[config.mk]
export PLATFORM = sky130hd
export DESIGN_NAME = vector_scalar_mult_flat
export DESIGN_NICKNAME = d
export VERILOG_FILES = /design/src/rtl/vector_scalar_mult_pkg.sv /design/src/rtl/vector_scalar_mult_if.sv /design/src/rtl/vector_scalar_mult_fixed_mult_sat.sv /design/src/rtl/vector_scalar_mult.sv /design/src/flat_wrapper.sv
export SDC_FILE = /design/constraint.sdc
export NUM_CORES = 1
export LEC_CHECK = 0
export BUFFER_PORTS_ARGS = -buffer_cell sky130_fd_sc_hd__buf_4
export CORE_ASPECT_RATIO = 0.8
export CORE_MARGIN = 8
export CORE_UTILIZATION = 52
export CTS_CLUSTER_DIAMETER = 100
export CTS_CLUSTER_SIZE = 14
export DETAILED_ROUTE_END_ITERATION = 7
export GPL_TIMING_DRIVEN = 0
export PLACE_DENSITY = 0.88
export SLEW_MARGIN = 15
export SYNTH_ARGS = -nofsm -noshare
export SYNTH_HDL_FRONTEND = slang
export SYNTH_SLANG_ARGS = --single-unit
[constraint.sdc]
create_clock -name clk -period 6.5 [get_ports clk]
set_input_delay 0.65 -clock clk [delete_from_list [all_inputs] [get_ports clk]]
set_output_delay 0.65 -clock clk [all_outputs]
set_load 0.05 [all_outputs]
[src/rtl/vector_scalar_mult_pkg.sv]
// Shared types and defaults for the vector-scalar multiplier stage.
// The state encoding matches the vector adder so later vector stages can reuse it.
package vector_scalar_mult_pkg;

    localparam int DEF_VECTOR_LEN        = 5;
    localparam int DEF_VECTOR_CELL_WIDTH = 8;
    localparam int DEF_SCALAR_WIDTH      = 8;
    localparam int DEF_RESULT_CELL_WIDTH = 8;
    localparam int DEF_FRACTION_WIDTH    = 4;

    typedef enum logic [1:0] {
        IDLE = 2'd0,
        CALC = 2'd1,
        DONE = 2'd2
    } state_t;

    // Ceiling log2. Returns 0 for x <= 1.
    function automatic int log2(input int x);
        int r;
        r = 0;
        for (int i = 0; i < 31; i++) begin
            if ((1 << i) < x) r = i + 1;
        end
        return r;
    endfunction

endpackage

[src/rtl/vector_scalar_mult_if.sv]
// Operand and result handshake bundle for vector_scalar_mult.
// The slave modport is the multiplier side, the master modport is its driver.
interface vector_scalar_mult_if
    import vector_scalar_mult_pkg::*;
#(
    parameter int VECTOR_LEN        = DEF_VECTOR_LEN,
    parameter int VECTOR_CELL_WIDTH = DEF_VECTOR_CELL_WIDTH,
    parameter int SCALAR_WIDTH      = DEF_SCALAR_WIDTH,
    parameter int RESULT_CELL_WIDTH = DEF_RESULT_CELL_WIDTH
);
    logic [VECTOR_LEN*VECTOR_CELL_WIDTH-1:0] vector;
    logic                                    vector_valid;
    logic                                    vector_ready;
    logic [SCALAR_WIDTH-1:0]                 scalar;
    logic                                    scalar_valid;
    logic                                    scalar_ready;
    logic [VECTOR_LEN*RESULT_CELL_WIDTH-1:0] result;
    logic                                    result_valid;
    logic                                    result_ready;
    logic                                    error;

    modport master (
        output vector, vector_valid, scalar, scalar_valid, result_ready,
        input  vector_ready, scalar_ready, result, result_valid, error
    );

    modport slave (
        input  vector, vector_valid, scalar, scalar_valid, result_ready,
        output vector_ready, scalar_ready, result, result_valid, error
    );
endinterface

[src/rtl/vector_scalar_mult_fixed_mult_sat.sv]
// One combinational lane: signed fixed-point multiply, arithmetic right shift,
// saturation to the result width and an overflow flag gated by the lane enable.
module fixed_mult_sat
    import vector_scalar_mult_pkg::*;
#(
    parameter int VECTOR_CELL_WIDTH = DEF_VECTOR_CELL_WIDTH,
    parameter int SCALAR_WIDTH      = DEF_SCALAR_WIDTH,
    parameter int RESULT_CELL_WIDTH = DEF_RESULT_CELL_WIDTH,
    parameter int FRACTION_WIDTH    = DEF_FRACTION_WIDTH
)(
    input  logic [VECTOR_CELL_WIDTH-1:0] a_i,
    input  logic [SCALAR_WIDTH-1:0]      b_i,
    input  logic                         en_i,
    output logic [RESULT_CELL_WIDTH-1:0] res_o,
    output logic                         err_o
);
    localparam int PW = VECTOR_CELL_WIDTH + SCALAR_WIDTH;
    localparam logic signed [PW-1:0] MAXV = PW'((1 << (RESULT_CELL_WIDTH - 1)) - 1);
    localparam logic signed [PW-1:0] MINV = ~MAXV;

    logic signed [PW-1:0] a_ext, b_ext, prod, shf;

    // Operands are widened to the full product width so the multiply cannot wrap.
    assign a_ext = {{SCALAR_WIDTH{a_i[VECTOR_CELL_WIDTH-1]}}, a_i};
    assign b_ext = {{VECTOR_CELL_WIDTH{b_i[SCALAR_WIDTH-1]}}, b_i};
    assign prod  = a_ext * b_ext;
    assign shf   = prod >>> FRACTION_WIDTH;

    always_comb begin
        res_o = shf[RESULT_CELL_WIDTH-1:0];
        err_o = 1'b0;
        if (shf > MAXV) begin
            res_o = MAXV[RESULT_CELL_WIDTH-1:0];
            err_o = en_i;
        end else if (shf < MINV) begin
            res_o = MINV[RESULT_CELL_WIDTH-1:0];
            err_o = en_i;
        end
    end
endmodule

[src/rtl/vector_scalar_mult.sv]
// Vector times scalar with saturation, TILING lanes per cycle, feeding the
// weight-update adder. Collects both operands in IDLE, sweeps lanes in CALC, holds in DONE.
module vector_scalar_mult
    import vector_scalar_mult_pkg::*;
#(
    parameter int VECTOR_LEN        = DEF_VECTOR_LEN,
    parameter int VECTOR_CELL_WIDTH = DEF_VECTOR_CELL_WIDTH,
    parameter int SCALAR_WIDTH      = DEF_SCALAR_WIDTH,
    parameter int RESULT_CELL_WIDTH = DEF_RESULT_CELL_WIDTH,
    parameter int FRACTION_WIDTH    = DEF_FRACTION_WIDTH,
    parameter int TILING            = 1
)(
    input  logic                 clk,
    input  logic                 rst,
    vector_scalar_mult_if.slave  bus
);
    localparam int CNT_W = log2(VECTOR_LEN) + 1;

    state_t                                              state_q, state_d;
    logic [CNT_W-1:0]                                    cnt_q, cnt_d;
    logic [VECTOR_LEN-1:0][VECTOR_CELL_WIDTH-1:0]        vec_q, vec_d;
    logic [SCALAR_WIDTH-1:0]                             scl_q, scl_d;
    logic                                                vset_q, vset_d;
    logic                                                sset_q, sset_d;
    logic [VECTOR_LEN-1:0][RESULT_CELL_WIDTH-1:0]        res_q, res_d;
    logic                                                err_q, err_d;

    logic [TILING-1:0][31:0]                             lane_idx;
    logic [TILING-1:0]                                   lane_en;
    logic [TILING-1:0]                                   lane_err;
    logic [TILING-1:0][VECTOR_CELL_WIDTH-1:0]            lane_a;
    logic [TILING-1:0][RESULT_CELL_WIDTH-1:0]            lane_res;

    // Lanes past the end of the vector see a zero operand and are disabled,
    // so the last partial tile never reads or writes outside the vector.
    always_comb begin
        for (int t = 0; t < TILING; t++) begin
            lane_idx[t] = 32'(cnt_q) + 32'(t);
            lane_en[t]  = lane_idx[t] < 32'(VECTOR_LEN);
            lane_a[t]   = '0;
            for (int i = 0; i < VECTOR_LEN; i++) begin
                if (lane_idx[t] == 32'(i)) lane_a[t] = vec_q[i];
            end
        end
    end

    generate
        for (genvar t = 0; t < TILING; t++) begin : g_lane
            fixed_mult_sat #(
                .VECTOR_CELL_WIDTH (VECTOR_CELL_WIDTH),
                .SCALAR_WIDTH      (SCALAR_WIDTH),
                .RESULT_CELL_WIDTH (RESULT_CELL_WIDTH),
                .FRACTION_WIDTH    (FRACTION_WIDTH)
            ) u_lane (
                .a_i   (lane_a[t]),
                .b_i   (scl_q),
                .en_i  (lane_en[t]),
                .res_o (lane_res[t]),
                .err_o (lane_err[t])
            );
        end
    endgenerate

    always_comb begin
        state_d = state_q;
        cnt_d   = cnt_q;
        vec_d   = vec_q;
        scl_d   = scl_q;
        vset_d  = vset_q;
        sset_d  = sset_q;
        res_d   = res_q;
        err_d   = err_q;
        case (state_q)
            IDLE: begin
                if (vset_q && sset_q) begin
                    state_d = CALC;
                    cnt_d   = '0;
                    res_d   = '0;
                    err_d   = 1'b0;
                end else begin
                    if (bus.vector_valid && !vset_q) begin
                        vset_d = 1'b1;
                        vec_d  = bus.vector;
                    end
                    if (bus.scalar_valid && !sset_q) begin
                        sset_d = 1'b1;
                        scl_d  = bus.scalar;
                    end
                end
            end
            CALC: begin
                for (int t = 0; t < TILING; t++) begin
                    for (int i = 0; i < VECTOR_LEN; i++) begin
                        if (lane_en[t] && lane_idx[t] == 32'(i)) res_d[i] = lane_res[t];
                    end
                end
                err_d = err_q | (|lane_err);
                cnt_d = cnt_q + CNT_W'(TILING);
                if (32'(cnt_q) + 32'(TILING) >= 32'(VECTOR_LEN)) state_d = DONE;
            end
            DONE: begin
                if (bus.result_ready) begin
                    state_d = IDLE;
                    vset_d  = 1'b0;
                    sset_d  = 1'b0;
                    vec_d   = '0;
                    scl_d   = '0;
                end
            end
            default: state_d = IDLE;
        endcase
    end

    always_ff @(posedge clk) begin
        if (rst) begin
            state_q <= IDLE;
            cnt_q   <= '0;
            vec_q   <= '0;
            scl_q   <= '0;
            vset_q  <= 1'b0;
            sset_q  <= 1'b0;
            res_q   <= '0;
            err_q   <= 1'b0;
        end else begin
            state_q <= state_d;
            cnt_q   <= cnt_d;
            vec_q   <= vec_d;
            scl_q   <= scl_d;
            vset_q  <= vset_d;
            sset_q  <= sset_d;
            res_q   <= res_d;
            err_q   <= err_d;
        end
    end

    assign bus.vector_ready = !vset_q;
    assign bus.scalar_ready = !sset_q;
    assign bus.result       = res_q;
    assign bus.result_valid = (state_q == DONE);
    assign bus.error        = err_q;
endmodule

[src/flat_wrapper.sv]
// flat-port wrapper written by rule: the top's interface ports become plain ports
module vector_scalar_mult_flat import vector_scalar_mult_pkg::*;
#(
    parameter int VECTOR_LEN        = DEF_VECTOR_LEN,
    parameter int VECTOR_CELL_WIDTH = DEF_VECTOR_CELL_WIDTH,
    parameter int SCALAR_WIDTH      = DEF_SCALAR_WIDTH,
    parameter int RESULT_CELL_WIDTH = DEF_RESULT_CELL_WIDTH,
    parameter int FRACTION_WIDTH    = DEF_FRACTION_WIDTH,
    parameter int TILING            = 1
)
  (clk, rst, bus_vector, bus_vector_valid, bus_scalar, bus_scalar_valid, bus_result_ready, bus_vector_ready, bus_scalar_ready, bus_result, bus_result_valid, bus_error);
  vector_scalar_mult_if #(.VECTOR_LEN(VECTOR_LEN), .VECTOR_CELL_WIDTH(VECTOR_CELL_WIDTH), .SCALAR_WIDTH(SCALAR_WIDTH), .RESULT_CELL_WIDTH(RESULT_CELL_WIDTH)) bus_i ();
  input  logic clk;
  input  logic rst;
  input wire logic [$bits(bus_i.vector)-1:0] bus_vector;
  input wire logic [$bits(bus_i.vector_valid)-1:0] bus_vector_valid;
  input wire logic [$bits(bus_i.scalar)-1:0] bus_scalar;
  input wire logic [$bits(bus_i.scalar_valid)-1:0] bus_scalar_valid;
  input wire logic [$bits(bus_i.result_ready)-1:0] bus_result_ready;
  output wire logic [$bits(bus_i.vector_ready)-1:0] bus_vector_ready;
  output wire logic [$bits(bus_i.scalar_ready)-1:0] bus_scalar_ready;
  output wire logic [$bits(bus_i.result)-1:0] bus_result;
  output wire logic [$bits(bus_i.result_valid)-1:0] bus_result_valid;
  output wire logic [$bits(bus_i.error)-1:0] bus_error;
  assign bus_i.vector = bus_vector;
  assign bus_i.vector_valid = bus_vector_valid;
  assign bus_i.scalar = bus_scalar;
  assign bus_i.scalar_valid = bus_scalar_valid;
  assign bus_i.result_ready = bus_result_ready;
  assign bus_vector_ready = bus_i.vector_ready;
  assign bus_scalar_ready = bus_i.scalar_ready;
  assign bus_result = bus_i.result;
  assign bus_result_valid = bus_i.result_valid;
  assign bus_error = bus_i.error;
  vector_scalar_mult #(.VECTOR_LEN(VECTOR_LEN), .VECTOR_CELL_WIDTH(VECTOR_CELL_WIDTH), .SCALAR_WIDTH(SCALAR_WIDTH), .RESULT_CELL_WIDTH(RESULT_CELL_WIDTH), .FRACTION_WIDTH(FRACTION_WIDTH), .TILING(TILING)) u_core (.clk(clk), .rst(rst), .bus(bus_i));
endmodule
==> metrics.txt <==
# TYPE chip_impl_metric gauge
chip_impl_metric{name="placeableCoreArea",unit="um2"} 12100
chip_impl_metric{name="pin_count_of_the_biggest_net_entering_global_routing",unit=""} 16
chip_impl_metric{name="hold_buffers",unit=""} 0
chip_impl_metric{name="timing.final.max_slew_violations",unit=""} 0
chip_impl_metric{name="worstHoldPathCells",unit=""} 2
chip_impl_metric{name="io_buffer_count",unit=""} 96
chip_impl_metric{name="fraction_of_layout_cells_with_a_size_suffix_above_1",unit="%"} 20.0
chip_impl_metric{name="drt_pass1_iterations",unit=""} 7
chip_impl_metric{name="critical_path.max_fanout",unit=""} 9
chip_impl_metric{name="worst_skew_pair.late_latency",unit="ns"} 0.34
chip_impl_metric{name="nNetsFinal",unit=""} 1016
chip_impl_info{name="critical_path_launch_point_type",value="register"} 1
chip_impl_info{name="hold_path_class",value="register to register"} 1
chip_impl_metric{name="die_y",unit="um"} 115
chip_impl_metric{name="synth_largest_type_area_fraction",unit="%"} 30.2
chip_impl_info{name="post_synth_most_frequent_cells",value="97 x dfxtp_1, 87 x inv_1, 82 x nor2_1"} 1
chip_impl_metric{name="max_cap_viol_count",unit=""} 0
chip_impl_metric{name="placementRows",unit=""} 36
chip_impl_metric{name="timing.max_slew.rel_slack",unit="%"} 54.1
chip_impl_metric{name="total_switching_power",unit="uW"} 516
chip_impl_metric{name="via_per_inst",unit=""} 5.67
chip_impl_metric{name="dpl_cell_area",unit="um2"} 7330
chip_impl_info{name="hold_path.startpoint",value="u_core.bus.result[21]"} 1
chip_impl_metric{name="global_route.usage.total",unit="%"} 20.8
chip_impl_metric{name="hold_violations",unit=""} 0
chip_impl_metric{name="post_synth_instance_area",unit="um2"} 6420
chip_impl_metric{name="syn_avg_cell_area",unit="um2"} 8.55
chip_impl_metric{name="die_area",unit="um2"} 16200
chip_impl_metric{name="slack_of_the_worst_reg_to_reg_path",unit="ns"} 0.20
chip_impl_info{name="r2r_end",value="u_core.bus.result[35]"} 1
chip_impl_info{name="cts.root.buffer_cell",value="clkbuf_16"} 1
chip_impl_metric{name="yosysWarningCount",unit=""} 0
chip_impl_metric{name="cts_buffers",unit=""} 9
chip_impl_metric{name="drtIter0Drc",unit=""} 538
chip_impl_metric{name="tightestPinTransition",unit="ns"} 0.684
chip_impl_info{name="post-synth-top-area-cell",value="dfxtp_1"} 1
chip_impl_metric{name="syn_inst",unit=""} 751
chip_impl_info{name="ys_top_cells_by_area",value="dfxtp_1 30%, fa_1 17%, ha_1 6.2%, a22oi_1 5.6%, inv_1 5.1%"} 1
chip_impl_metric{name="switching_fraction",unit="%"} 31.8
chip_impl_metric{name="worst_r2r_path_depth",unit=""} 23
chip_impl_metric{name="achievable-frequency",unit="MHz"} 159
chip_impl_metric{name="worst-endpoint-required",unit="ns"} 6.75
chip_impl_metric{name="p_per_area",unit="nW/um2"} 205
chip_impl_metric{name="post_route_cell_area",unit="um2"} 7940
chip_impl_info{name="outcome",value="finished clean"} 1
chip_impl_metric{name="dp_hpwl",unit="mm"} 13.1
chip_impl_metric{name="synth-edff-count",unit=""} 0
chip_impl_metric{name="async_reset_ff_share",unit="%"} 0
chip_impl_metric{name="comb_power_share",unit="%"} 27.7
chip_impl_metric{name="p_int",unit="uW"} 1110
chip_impl_info{name="startpoint",value="u_core.cnt_q[2]"} 1
chip_impl_metric{name="nFillCells",unit=""} 963
chip_impl_metric{name="post-route-period-util",unit="%"} 96.9
chip_impl_metric{name="route.vias.total",unit=""} 5862
chip_impl_metric{name="gr-total-overflow",unit=""} 0
chip_impl_metric{name="number_of_synthesized_register_bits",unit=""} 97
chip_impl_metric{name="cts.reportedPaths.clkPinSlew",unit="ns"} 0.07
chip_impl_metric{name="vdd_drop_max",unit="V"} 0.000137
chip_impl_metric{name="layout.core_utilization",unit="%"} 65.5
chip_impl_metric{name="mappedNetlistNets",unit=""} 890
chip_impl_metric{name="fp.dieW",unit="um"} 140
chip_impl_metric{name="drc",unit=""} 0
chip_impl_metric{name="wl_per_cell",unit="um"} 16.8
chip_impl_metric{name="timing.final.ws_setup",unit="ns"} 0.201
chip_impl_metric{name="synth.distinct_cells",unit=""} 46
chip_impl_metric{name="clkSinkCount",unit=""} 97
chip_impl_metric{name="seq_power_share",unit="%"} 39.6
chip_impl_metric{name="final_cell_count_no_fill",unit=""} 1033
chip_impl_metric{name="preCtsSetupSlack",unit="ns"} -1.03
chip_impl_metric{name="clkPwrFrac",unit="%"} 32.7
chip_impl_info{name="timing.rr.start",value="u_core.cnt_q[2]"} 1
chip_impl_metric{name="arrival",unit="ns"} 6.55
chip_impl_metric{name="io-pin-count",unit=""} 97
chip_impl_metric{name="area_growth",unit="%"} 23.6
chip_impl_info{name="min_delay_worst_endpoint",value="u_core.bus.result[21]"} 1
chip_impl_metric{name="gp_congestion",unit=""} 0.884
chip_impl_metric{name="leakage",unit="uW"} 0.00347
chip_impl_metric{name="routed_wl",unit="mm"} 17.3
chip_impl_metric{name="dpl.cell_count",unit=""} 999
chip_impl_info{name="timing_worst_setup_path_type",value="register to register"} 1
chip_impl_metric{name="num_antenna_cells",unit=""} 0
chip_impl_info{name="tritoncts",value="built"} 1
chip_impl_info{name="synth.most_common_cell",value="dfxtp_1"} 1
chip_impl_metric{name="initial_antenna_violation_count",unit=""} 0
chip_impl_metric{name="grt_pass1_vias",unit=""} 5618
chip_impl_info{name="dominantRegCellSynth",value="dfxtp_1"} 1
chip_impl_metric{name="htreeDepth",unit=""} 3
chip_impl_metric{name="synth-seq-area-share",unit="%"} 30.2
chip_impl_metric{name="wire_length_of_the_first_global_routing_pass",unit="mm"} 27.4
chip_impl_metric{name="finalWorstPathRequiredPeriod",unit="ns"} 6.30
chip_impl_metric{name="floorplan.initialDensity",unit="%"} 53.0
chip_impl_metric{name="drtAntennaViolNets",unit=""} 0
chip_impl_metric{name="cts.path.max_buffers",unit=""} 2
chip_impl_metric{name="setup_viol",unit=""} 0
chip_impl_metric{name="fin_skew",unit="ns"} 0.0108
chip_impl_info{name="end_kind",value="register"} 1
## worst max path at each step
stage                            end  cells after the start  slack, ns
2_1_floorplan  u_core.bus.result[35]                     25      0.006
3_3_place_gp   u_core.bus.result[36]                     25      -0.83
3_5_place_dp    u_core.bus.result[4]                     25      -1.03
4_1_cts        u_core.bus.result[35]                     27       0.03
5_1_grt        u_core.bus.result[35]                     23      -0.02
6_report       u_core.bus.result[35]                     23       0.20
## cells in the final DEF (no fill, tap or decap), types with 4 or more instances in the layout
master and instances:
clkbuf_1 21, nand2b_1 18, nor2b_1 42, o21a_1 6, nand3_1 15, buf_4 119
ha_1 27, a21oi_1 35, fa_1 52, inv_2 4, dfxtp_1 95, or2_2 4
nor2_1 79, a222oi_1 8, a22oi_1 48, clkbuf_16 9, a211oi_1 7, o21ai_0 40
a21o_1 6, inv_1 83, nand2_1 68, and2_1 7, xnor2_1 11
## logic make-up (layout without fill, tap and decap cells)
group           Yosys count  count (layout)  synth area share, %
flops                    97              97                 30.2
mux                       3               3                0.468
buf+inv                 119             249                 7.03
compound gates          178             178                 18.6
xor+xnor                 13              13                 1.77
simple gates            255             255                 18.9
fa+ha+maj                86              86                 23.1
## layer usage
| layer | vias to the layer above | part of all wire [%] | GRT usage [%] |
|---|---|---|---|
| li1 | 2760 | - | - |
| met1 | 2798 | 45 | 27.3 |
| met2 | 271 | 45 | 33.9 |
| met3 | 33 | 7.8 | 4.85 |
| met4 | 0 | 1.8 | 5.63 |
| met5 | - | 0 | 0 |
## power by group through the flow
stage          Clock (uW)  Sequential, uW  Combinational (uW)
2_1_floorplan           0             659                 260
3_3_place_gp            0             653                 367
3_5_place_dp            0             654                 379
4_1_cts               531             641                 415
5_1_grt               551             645                 492
6_report              531             643                 450
## what timing repair did
action | 4_1_cts | 5_1_grt
gates cloned | 1 | 0
pin swaps | 9 | 9
setup endpoints to repair | 41 | 41
resized for setup | 19 | 32
setup buffers | 18 | 4
## registers in the layout, summed over array words and instances (netlist names)
| signal | cells |
|---|---|
| u_core.bus.result | 40 |
| u_core.vec_q | 40 |
| u_core.scl_q | 8 |
| u_core.cnt_q | 4 |
| u_core.state_q | 2 |
| u_core.bus.error | 1 |
| u_core.sset_q | 1 |
| u_core.vset_q | 1 |
## critical path, cell delays in order (launching register included)
cell,delay [ns]
dfxtp_1,0.31
clkbuf_1,0.31
nor2_1,0.16
and2_1,0.30
a222oi_1,0.29
buf_4,0.21
buf_4,0.12
nor2b_1,0.05
fa_2,0.60
inv_2,0.07
fa_1,0.55
inv_1,0.06
fa_1,0.53
inv_1,0.06
fa_1,0.54
inv_1,0.07
ha_4,0.27
a211o_1,0.29
o32a_1,0.39
mux2i_2,0.18
a311oi_4,0.31
buf_6,0.19
nor2_1,0.08
a221oi_1,0.26
## metrics by stage
step | power (uW) | hold WS [ns] | setup TNS [ns]
global route | 1690 | 0.473 | -0.0432
CTS | 1590 | 0.459 | 0
floorplan | 918 | 0.464 | 0
finish | 1620 | 0.456 | 0
detailed placement | 1030 | 0.445 | -37.68
global placement | 1020 | 0.435 | -29.76
## cell type report
type / instances / area [um2] / area share (%)
inverter: 87 / 327 / 4.11
clock buffer: 10 / 239 / 3.01
buffer: 28 / 128 / 1.61
clock inverter: 5 / 53.8 / 0.678
timing repair buffer: 119 / 897 / 11.3
tap: 152 / 190 / 2.40
sequential: 97 / 1950 / 24.6
multi-input combinational: 535 / 4160 / 52.3
Note: power is estimated with default switching activity, not from simulation.
